### src/rtl/ram_burst_reader.sv
// ram_burst_reader
//   Read-side initiator for a single-port RAM with combinational read data.
//   A start command latches a first address and a word count.  The block then
//   walks ram_addr upward (wrapping at the top of the RAM) and streams each
//   word out on a valid/ready interface.  It moves one word per cycle when the
//   consumer is ready, and holds the word while the consumer stalls.
//
//   Ports
//     clk, rst_n            clock, synchronous active-low reset
//     start                 begin a burst (only honoured while idle)
//     start_addr, burst_len first word address, number of words (0 = no-op)
//     busy                  burst in progress
//     done                  one-cycle pulse when the burst has finished
//     ram_wen, ram_din      write side, tied off (this block only reads)
//     ram_addr, ram_dout    registered read address, combinational read data
//     m_valid/m_ready       output stream handshake
//     m_data, m_last        stream word and end-of-burst marker
//     sum                   (RD_SUM_EN only) modular sum of the words read
//
//   Build option
//     RD_SUM_EN  adds the sum output and its accumulator.

module ram_burst_reader #(
    parameter int DWIDTH = 16,
    parameter int AWIDTH = 4,
    parameter int LWIDTH = AWIDTH + 1
) (
    input  logic              clk,
    input  logic              rst_n,
    input  logic              start,
    input  logic [AWIDTH-1:0] start_addr,
    input  logic [LWIDTH-1:0] burst_len,
    output logic              busy,
    output logic              done,
    output logic              ram_wen,
    output logic [DWIDTH-1:0] ram_din,
    output logic [AWIDTH-1:0] ram_addr,
    input  logic [DWIDTH-1:0] ram_dout,
    output logic              m_valid,
    input  logic              m_ready,
    output logic [DWIDTH-1:0] m_data,
    output logic              m_last
`ifdef RD_SUM_EN
    ,
    output logic [DWIDTH-1:0] sum
`endif
);

    typedef enum logic [1:0] {
        S_IDLE = 2'd0,
        S_READ = 2'd1,
        S_DONE = 2'd2
    } state_t;

    state_t            r_state;
    state_t            w_next_state;
    logic [AWIDTH-1:0] r_ram_addr;
    logic [LWIDTH-1:0] r_rem;
    logic [DWIDTH-1:0] r_m_data;
    logic              r_m_valid;
    logic              r_m_last;
    logic              w_accept;
    logic              w_load;
    logic              w_hs;
    logic              w_last_hs;
`ifdef RD_SUM_EN
    logic [DWIDTH-1:0] r_sum;
`endif

    assign w_accept  = (r_state == S_IDLE) && start;
    // A new word is fetched whenever words remain and the output slot is
    // either empty or being emptied this cycle (keeps 1 word/cycle).
    assign w_load    = (r_state == S_READ) && (r_rem != '0) && (!r_m_valid || m_ready);
    assign w_hs      = r_m_valid && m_ready;
    assign w_last_hs = (r_state == S_READ) && w_hs && r_m_last;

    // State register
    always_ff @(posedge clk) begin
        if (!rst_n) begin
            r_state <= S_IDLE;
        end else begin
            r_state <= w_next_state;
        end
    end

    // Next-state logic
    always_comb begin
        w_next_state = r_state;
        case (r_state)
            S_IDLE: begin
                if (start) begin
                    w_next_state = (burst_len == '0) ? S_DONE : S_READ;
                end
            end
            S_READ: begin
                if (w_last_hs) begin
                    w_next_state = S_DONE;
                end
            end
            S_DONE:  w_next_state = S_IDLE;
            default: w_next_state = S_IDLE;
        endcase
    end

    // State-decoded outputs
    always_comb begin
        busy = 1'b0;
        done = 1'b0;
        case (r_state)
            S_READ:  busy = 1'b1;
            S_DONE:  done = 1'b1;
            default: ;
        endcase
    end

    // Address walker, remaining count and output stream register
    always_ff @(posedge clk) begin
        if (!rst_n) begin
            r_ram_addr <= '0;
            r_rem      <= '0;
            r_m_data   <= '0;
            r_m_valid  <= 1'b0;
            r_m_last   <= 1'b0;
        end else begin
            if (w_accept) begin
                r_ram_addr <= start_addr;
                r_rem      <= burst_len;
            end
            if (w_load) begin
                r_m_data   <= ram_dout;
                r_m_valid  <= 1'b1;
                r_m_last   <= (r_rem == LWIDTH'(1));
                r_ram_addr <= r_ram_addr + AWIDTH'(1);
                r_rem      <= r_rem - LWIDTH'(1);
            end else if (w_hs) begin
                // Slot drained with nothing to refill it; the last word
                // being taken also clears the end marker.
                r_m_valid <= 1'b0;
                if (r_m_last) begin
                    r_m_last <= 1'b0;
                end
            end
        end
    end

`ifdef RD_SUM_EN
    // Running sum of every word fetched, wrapping at the data width.
    always_ff @(posedge clk) begin
        if (!rst_n) begin
            r_sum <= '0;
        end else if (w_accept) begin
            r_sum <= '0;
        end else if (w_load) begin
            r_sum <= r_sum + ram_dout;
        end
    end

    assign sum = r_sum;
`endif

    assign ram_wen  = 1'b0;
    assign ram_din  = '0;
    assign ram_addr = r_ram_addr;
    assign m_valid  = r_m_valid;
    assign m_data   = r_m_data;
    assign m_last   = r_m_last;

endmodule

### config.mk
export PLATFORM = sky130hd
export DESIGN_NAME = ram_burst_reader
export DESIGN_NICKNAME = d
export VERILOG_FILES = /design/src/rtl/ram_burst_reader.sv
export SDC_FILE = /design/constraint.sdc
export NUM_CORES = 1
export LEC_CHECK = 0
export BUFFER_PORTS_ARGS = -buffer_cell sky130_fd_sc_hd__buf_2
export CORE_MARGIN = 2
export CORE_UTILIZATION = 41
export DETAILED_ROUTE_END_ITERATION = 8
export PLACE_DENSITY_LB_ADDON = 0.25
export SYNTH_ARGS = -nofsm -noshare
export SYNTH_HDL_FRONTEND = slang
export SYNTH_SLANG_ARGS = --single-unit
### constraint.sdc
create_clock -name clk -period 1.7 [get_ports clk]
set_clock_uncertainty 0.1 [all_clocks]
set_input_delay 0.17 -clock clk [delete_from_list [all_inputs] [get_ports clk]]
set_output_delay 0.17 -clock clk [all_outputs]
set_load 0.02 [all_outputs]
# ---- Word level (Yosys, flattened, before mapping)
# Index checks and enable logic that the tools add are counted.
# Widths: inputs -> output; s select.
dict set report classes {
  n_reduce_logical 14
  magnitude_cmp 0
  multipliers 0
  div_mod_pow 0
  add_sub_neg 2
  eq_ne 5
  n_bitwise 0
  mux 13
  shifts 0
}
# cell count
set ops {}
lappend ops {{$mux 5} 2}
lappend ops {{$mux 4} 2}
lappend ops {{$logic_and 1x1->1} 6}
lappend ops {{$mux 2} 3}
lappend ops {{$eq 5x1->1 const B} 1}
lappend ops {{$logic_not 5->1} 1}
lappend ops {{$mux 1} 5}
lappend ops {{$reduce_bool 5->1} 1}
lappend ops {{$sub 5x1->5 const B} 1}
lappend ops {{$add 4x1->4 const B} 1}
lappend ops {{$ne 2x2->1 const B} 2}
lappend ops {{$pmux 2 s2} 1}
lappend ops {{$reduce_bool 2->1} 2}
lappend ops {{$eq 2x1->1 const B} 1}
lappend ops {{$eq 2x2->1 const B} 1}
lappend ops {{$logic_not 2->1} 1}
lappend ops {{$reduce_and 2->1} 1}
lappend ops {{$logic_not 1->1} 1}
lappend ops {{$logic_or 1x1->1} 1}
dict set report totals {
  n_memories 0
  mem_bits_ro 0
  latchBits 0
  wordCells 40
  output_inout_bits 41
  ram_bits 0
  in_bits 29
  regBits 29
}

# ---- Depth between registers and ports, before layout
dict set report logic_depth {
  depth_word 5
  depth_mapped 8
  depth_no_buf 6
}

# ---- Worst setup path before layout
# No wires, ideal clock.
dict set report synth_timing {
  path_type {reg-to-reg}
  from {reg r_rem[0]}
  to {reg r_ram_addr[3], in the netlist ram_addr[3]}
  path_slack_ns -0.193
  arrival_ns 1.673
  setup_time_ns 0.120
  path_stages_with_launch 8
  period_less_slack_ns 1.893
  path_buffers 1
  t_required_ns 1.480
  path_cell_list {dfxtp_1 inv_1 ha_1 nor4b_2 or3_1 buf_2 and3_1 o31a_1}
}
dict set report synth_via {
  elab_chain_cells 4
}
# item line_no
set synth_lines {}
lappend synth_lines {{start: declaration} 58} ;# logic [LWIDTH-1:0] r_rem;
lappend synth_lines {{start signal: assignment} 127} ;# r_rem <= burst_len;
lappend synth_lines {{start signal: assignment} 134} ;# r_rem <= r_rem - LWIDTH'(1);
lappend synth_lines {{$reduce_bool 5->1 (*)} 73} ;# assign w_load = (r_state == S_READ) && (r_rem != '0) && (!r_m_valid || m_ready);
lappend synth_lines {{$logic_and 1x1->1 (*) (2 in a row)} 73}
lappend synth_lines {{$mux 4 or $reduce_bool 2->1 (tied branches)} -}
lappend synth_lines {{end signal: assignment} 126} ;# r_ram_addr <= start_addr;
lappend synth_lines {{end signal: assignment} 133} ;# r_ram_addr <= r_ram_addr + AWIDTH'(1);
lappend synth_lines {{end: declaration} 57} ;# logic [AWIDTH-1:0] r_ram_addr;
# Every way passes the cells marked *; elsewhere a longest branch is shown, timed or not.
# A chain may end at the register's enable or synchronous reset.

# ---- Final worst setup path
dict set report layout_timing {
  from {reg r_rem[1]}
  to {reg r_ram_addr[3], in the netlist ram_addr[3]}
}
# The elaborated chain is that of the path after synthesis.

==> flow_summary.rst <==
.. list-table::
   :header-rows: 1

   * - Metric
     - Value
   * - Maximum cell stage delay along the critical path
     - around 0.43 ns
   * - Number of enable-type register cells in the synthesized netlist
     - 0
   * - Fraction of final layout cells sized beyond drive strength 1
     - 37.4%
   * - CTS clock-pin slew for the worst setup and hold paths
     - about 0.090 ns
   * - Area of the mapped netlist
     - 0.00142 mm²
   * - Main area contributors after synthesis
     - sky130_fd_sc_hd__dfxtp_1 41%, sky130_fd_sc_hd__nand2_1 9.5%, sky130_fd_sc_hd__buf_4 9.0%
   * - Std cell rows
     - 21
   * - Number of global-route vias before repair
     - 1,361
   * - Routed wire length
     - around 3.9 mm
   * - Final clock period utilization by the worst path
     - 100%
   * - Critical path buffers and inverters
     - 1
   * - Inst Count DP
     - 286
   * - Nets
     - 302
   * - Leak
     - roughly 1 nW
   * - Highest-delay cell along the critical path
     - sky130_fd_sc_hd__or3_4
   * - Utilization after layout
     - about 66%
   * - Most numerous cell types in the synthesized netlist
     - 36 x sky130_fd_sc_hd__nand2_1, 29 x sky130_fd_sc_hd__dfxtp_1, 20 x sky130_fd_sc_hd__a21oi_1, 17 x sky130_fd_sc_hd__buf_4, 8 x sky130_fd_sc_hd__nand3_1
   * - Worst reg2reg endpoint
     - ram_addr[3]
   * - Overall routing resource usage
     - 20.0%
   * - Worst hold path startpoint
     - burst_len[1]
   * - Antenna violations before repair
     - 0
   * - Worst-Skew Late Latency
     - 0.33 ns
   * - # clock sinks
     - 29
   * - Max Cap Violations
     - 0
   * - Hold Path End
     - r_rem[1]
   * - Worst-case setup margin in the final layout
     - -0.00297 ns
   * - Root Buffer
     - sky130_fd_sc_hd__clkbuf_4
   * - Power Dens Cells
     - just under 1000 mW/mm²
   * - Synth-to-layout area growth
     - 55.7%
   * - Hold violation total from the final report
     - 0
   * - Total count of max-transition violations in the final report
     - 0
   * - Mapped Avg Cell Area
     - 7.92 µm²
   * - Element type at the critical path end
     - flop
   * - Required time at the worst-slack endpoint
     - between 1.5 and 2 ns
   * - Count of different cell masters after synthesis
     - 31
   * - Hold Crit Depth
     - 3
   * - Final Critical Period
     - roughly 1.7 ns
   * - Setup repair after global routing missed its margin
     - true
   * - CTS Buf Count
     - 5
   * - Number of search-and-repair iterations in the first detailed-routing pass
     - 4
   * - Clock tree from TritonCTS
     - done
   * - Ys async rst share
     - 0%
   * - Vias/cell
     - 4.81
   * - Yosys top cell area share
     - 41.0%
   * - Yosys top cell by area
     - sky130_fd_sc_hd__dfxtp_1
   * - Fraction of the yosys area taken by sequential cells
     - approximately two fifths
   * - CP top delay family
     - simple AND/OR/NAND/NOR gates
   * - Critical-path maximum fanout
     - 5
   * - Synth warnings
     - 0
   * - Top Ports
     - 70
   * - Worst Setup Slack post-DPL
     - -0.104 ns
   * - Number of inserted diodes
     - 0
   * - Chain of cells forming the critical path
     - inv_2, ha_4, nor4b_4, or3_4, and3_4, o31a_1
   * - Placer Congestion
     - 0.797
   * - Failing checks
     - negative setup slack
   * - Peak supply drop
     - about 0.69 mV
   * - Data arrival at the endpoint of the critical path
     - 1.83 ns
   * - # DRC
     - 0
   * - Die ar.
     - 0.00394 mm²
   * - Number of buffers on the longest clock path
     - 2
   * - Antenna violation net count after detailed routing
     - 0
   * - Buffers on Ports
     - 52
   * - Initial core utilization
     - 42.5%
   * - Die outline height
     - 62.8 µm
   * - Via Count
     - 1,520
   * - DIE WIDTH
     - 62.8 µm
   * - Source of the worst register-to-register timing path
     - r_rem[1]
   * - Initial DRC count
     - 57
   * - Class of the tightest hold or removal check
     - input port to flop
   * - Total grt overflow
     - 0
   * - Register bit total from synthesis
     - 29
   * - Flop2flop setup slack
     - -0.003 ns
   * - CP startpoint kind
     - flop
   * - Highest clock rate
     - 0.587 GHz
   * - Post-route insts no fill
     - 316
   * - DP HPWL
     - 2.49 mm
   * - Result of the run
     - finished, violations left
   * - H-tree levels
     - 2
   * - Worst r2r path cells
     - 6
   * - Cell count after synthesis
     - 179
   * - WL per Instance
     - around 12 µm
   * - First-pass GRT wire length
     - between 6 and 7 mm
   * - Type of the worst setup path
     - flop to flop
   * - Most frequent cell after synthesis
     - sky130_fd_sc_hd__nand2_1
   * - Area inside the core boundary
     - ~0.0033 mm²
   * - Predominant post-synthesis flop cell
     - sky130_fd_sc_hd__dfxtp_1
   * - Largest net degree at the start of global routing
     - 17
   * - Final Setup Violations
     - 1
==> layout by cell type, fill, tap and decap left out, types with 3 or more instances in the layout <==
cell,synthesis,routed
sky130_fd_sc_hd__nand3_1,8,8
sky130_fd_sc_hd__a31oi_1,3,3
sky130_fd_sc_hd__clkbuf_4,0,5
sky130_fd_sc_hd__nor3_1,6,4
sky130_fd_sc_hd__inv_1,7,5
sky130_fd_sc_hd__buf_4,17,16
sky130_fd_sc_hd__o31a_1,3,3
sky130_fd_sc_hd__nor2_1,7,7
sky130_fd_sc_hd__a21oi_1,20,16
sky130_fd_sc_hd__conb_1,1,17
sky130_fd_sc_hd__ha_1,4,3
sky130_fd_sc_hd__buf_6,0,4
sky130_fd_sc_hd__dlygate4sd3_1,0,21
sky130_fd_sc_hd__a21oi_2,0,4
sky130_fd_sc_hd__nand4_1,4,4
sky130_fd_sc_hd__dfxtp_1,29,27
sky130_fd_sc_hd__nand2_1,36,33
sky130_fd_sc_hd__buf_2,5,52
==> kinds of logic (layout without fill, tap and decap cells) <==
logic type	count (synthesis)	after routing	synth area share (%)
compound gates	39	39	17.5
simple gates	72	72	23.8
other cells	1	17	0.265
flops	29	29	41.0
buf+inv	34	109	13.9
fa+ha+maj	4	4	3.53
==> routing by layer <==
metal,vias to the layer above,track usage (%),part of all wire (%)
li1,772,-,-
met1,695,24.8,44
met2,46,32.9,49
met3,7,6.31,5.5
met4,0,6.67,1.3
met5,-,0,0
==> cell type report <==
type / count / area, µm²
fillers: 280 / 1130
flip-flops and latches: 29 / 583
inverters: 7 / 26.3
multi-input cells: 132 / 782
clock buffers: 5 / 37.5
well taps: 46 / 57.6
clock inverters: 3 / 65.1
repair buffers: 94 / 656
==> flip-flops by register name, summed over array words and instances (netlist names) <==
signal,count
r_state,2
r_rem,5
m_last,1
m_data,16
m_valid,1
ram_addr,4
==> how the worst max path moves through the flow <==
stage               cells after the start           to  slack (ns)     start
floorplan                               7  ram_addr[3]       -0.06  r_rem[0]
global placement                        6     r_rem[0]       -0.06  r_rem[1]
detailed placement                      6     r_rem[0]       -0.10  r_rem[1]
CTS                                     7  ram_addr[3]       0.001  r_rem[1]
global route                            6  ram_addr[3]       -0.04  r_rem[0]
finish                                  6  ram_addr[3]      -0.003  r_rem[1]
==> where the power goes <==
part | internal [W] | switching [W]
registers | 0.000749 | 0.0000523
clock network | 0.000455 | 0.000256
logic | 0.000308 | 0.000367
total | 0.00151 | 0.000675
==> worst min-delay path, cell delays in order <==
cell                       delay (ns)
sky130_fd_sc_hd__buf_2           0.10
sky130_fd_sc_hd__nand2_1         0.07
sky130_fd_sc_hd__a221oi_1        0.07
==> timing repair <==
item / CTS / global route
endpoints found under the hold margin: 20 / 1
hold buffers: 20 / 1
setup buffers: 0 / 1
cloned: 0 / 0
setup endpoints to repair: 8 / 19
pin swaps: 1 / 5
gates resized for setup: 3 / 15
==> metrics by stage <==
step	area [µm²]	hold WS [ns]	setup TNS, ns	power (W)
after detailed placement	1820	0.314	-0.369	0.00140
final	2210	0.0225	-0.00297	0.00219
after global placement	1820	0.313	-0.139	0.00140
after floorplan	1510	0.206	-0.184	0.00120
after global routing	2210	0.00381	-0.155	0.00230
after CTS	2130	0.000254	0	0.00215
(Power assumes the default switching activity.)
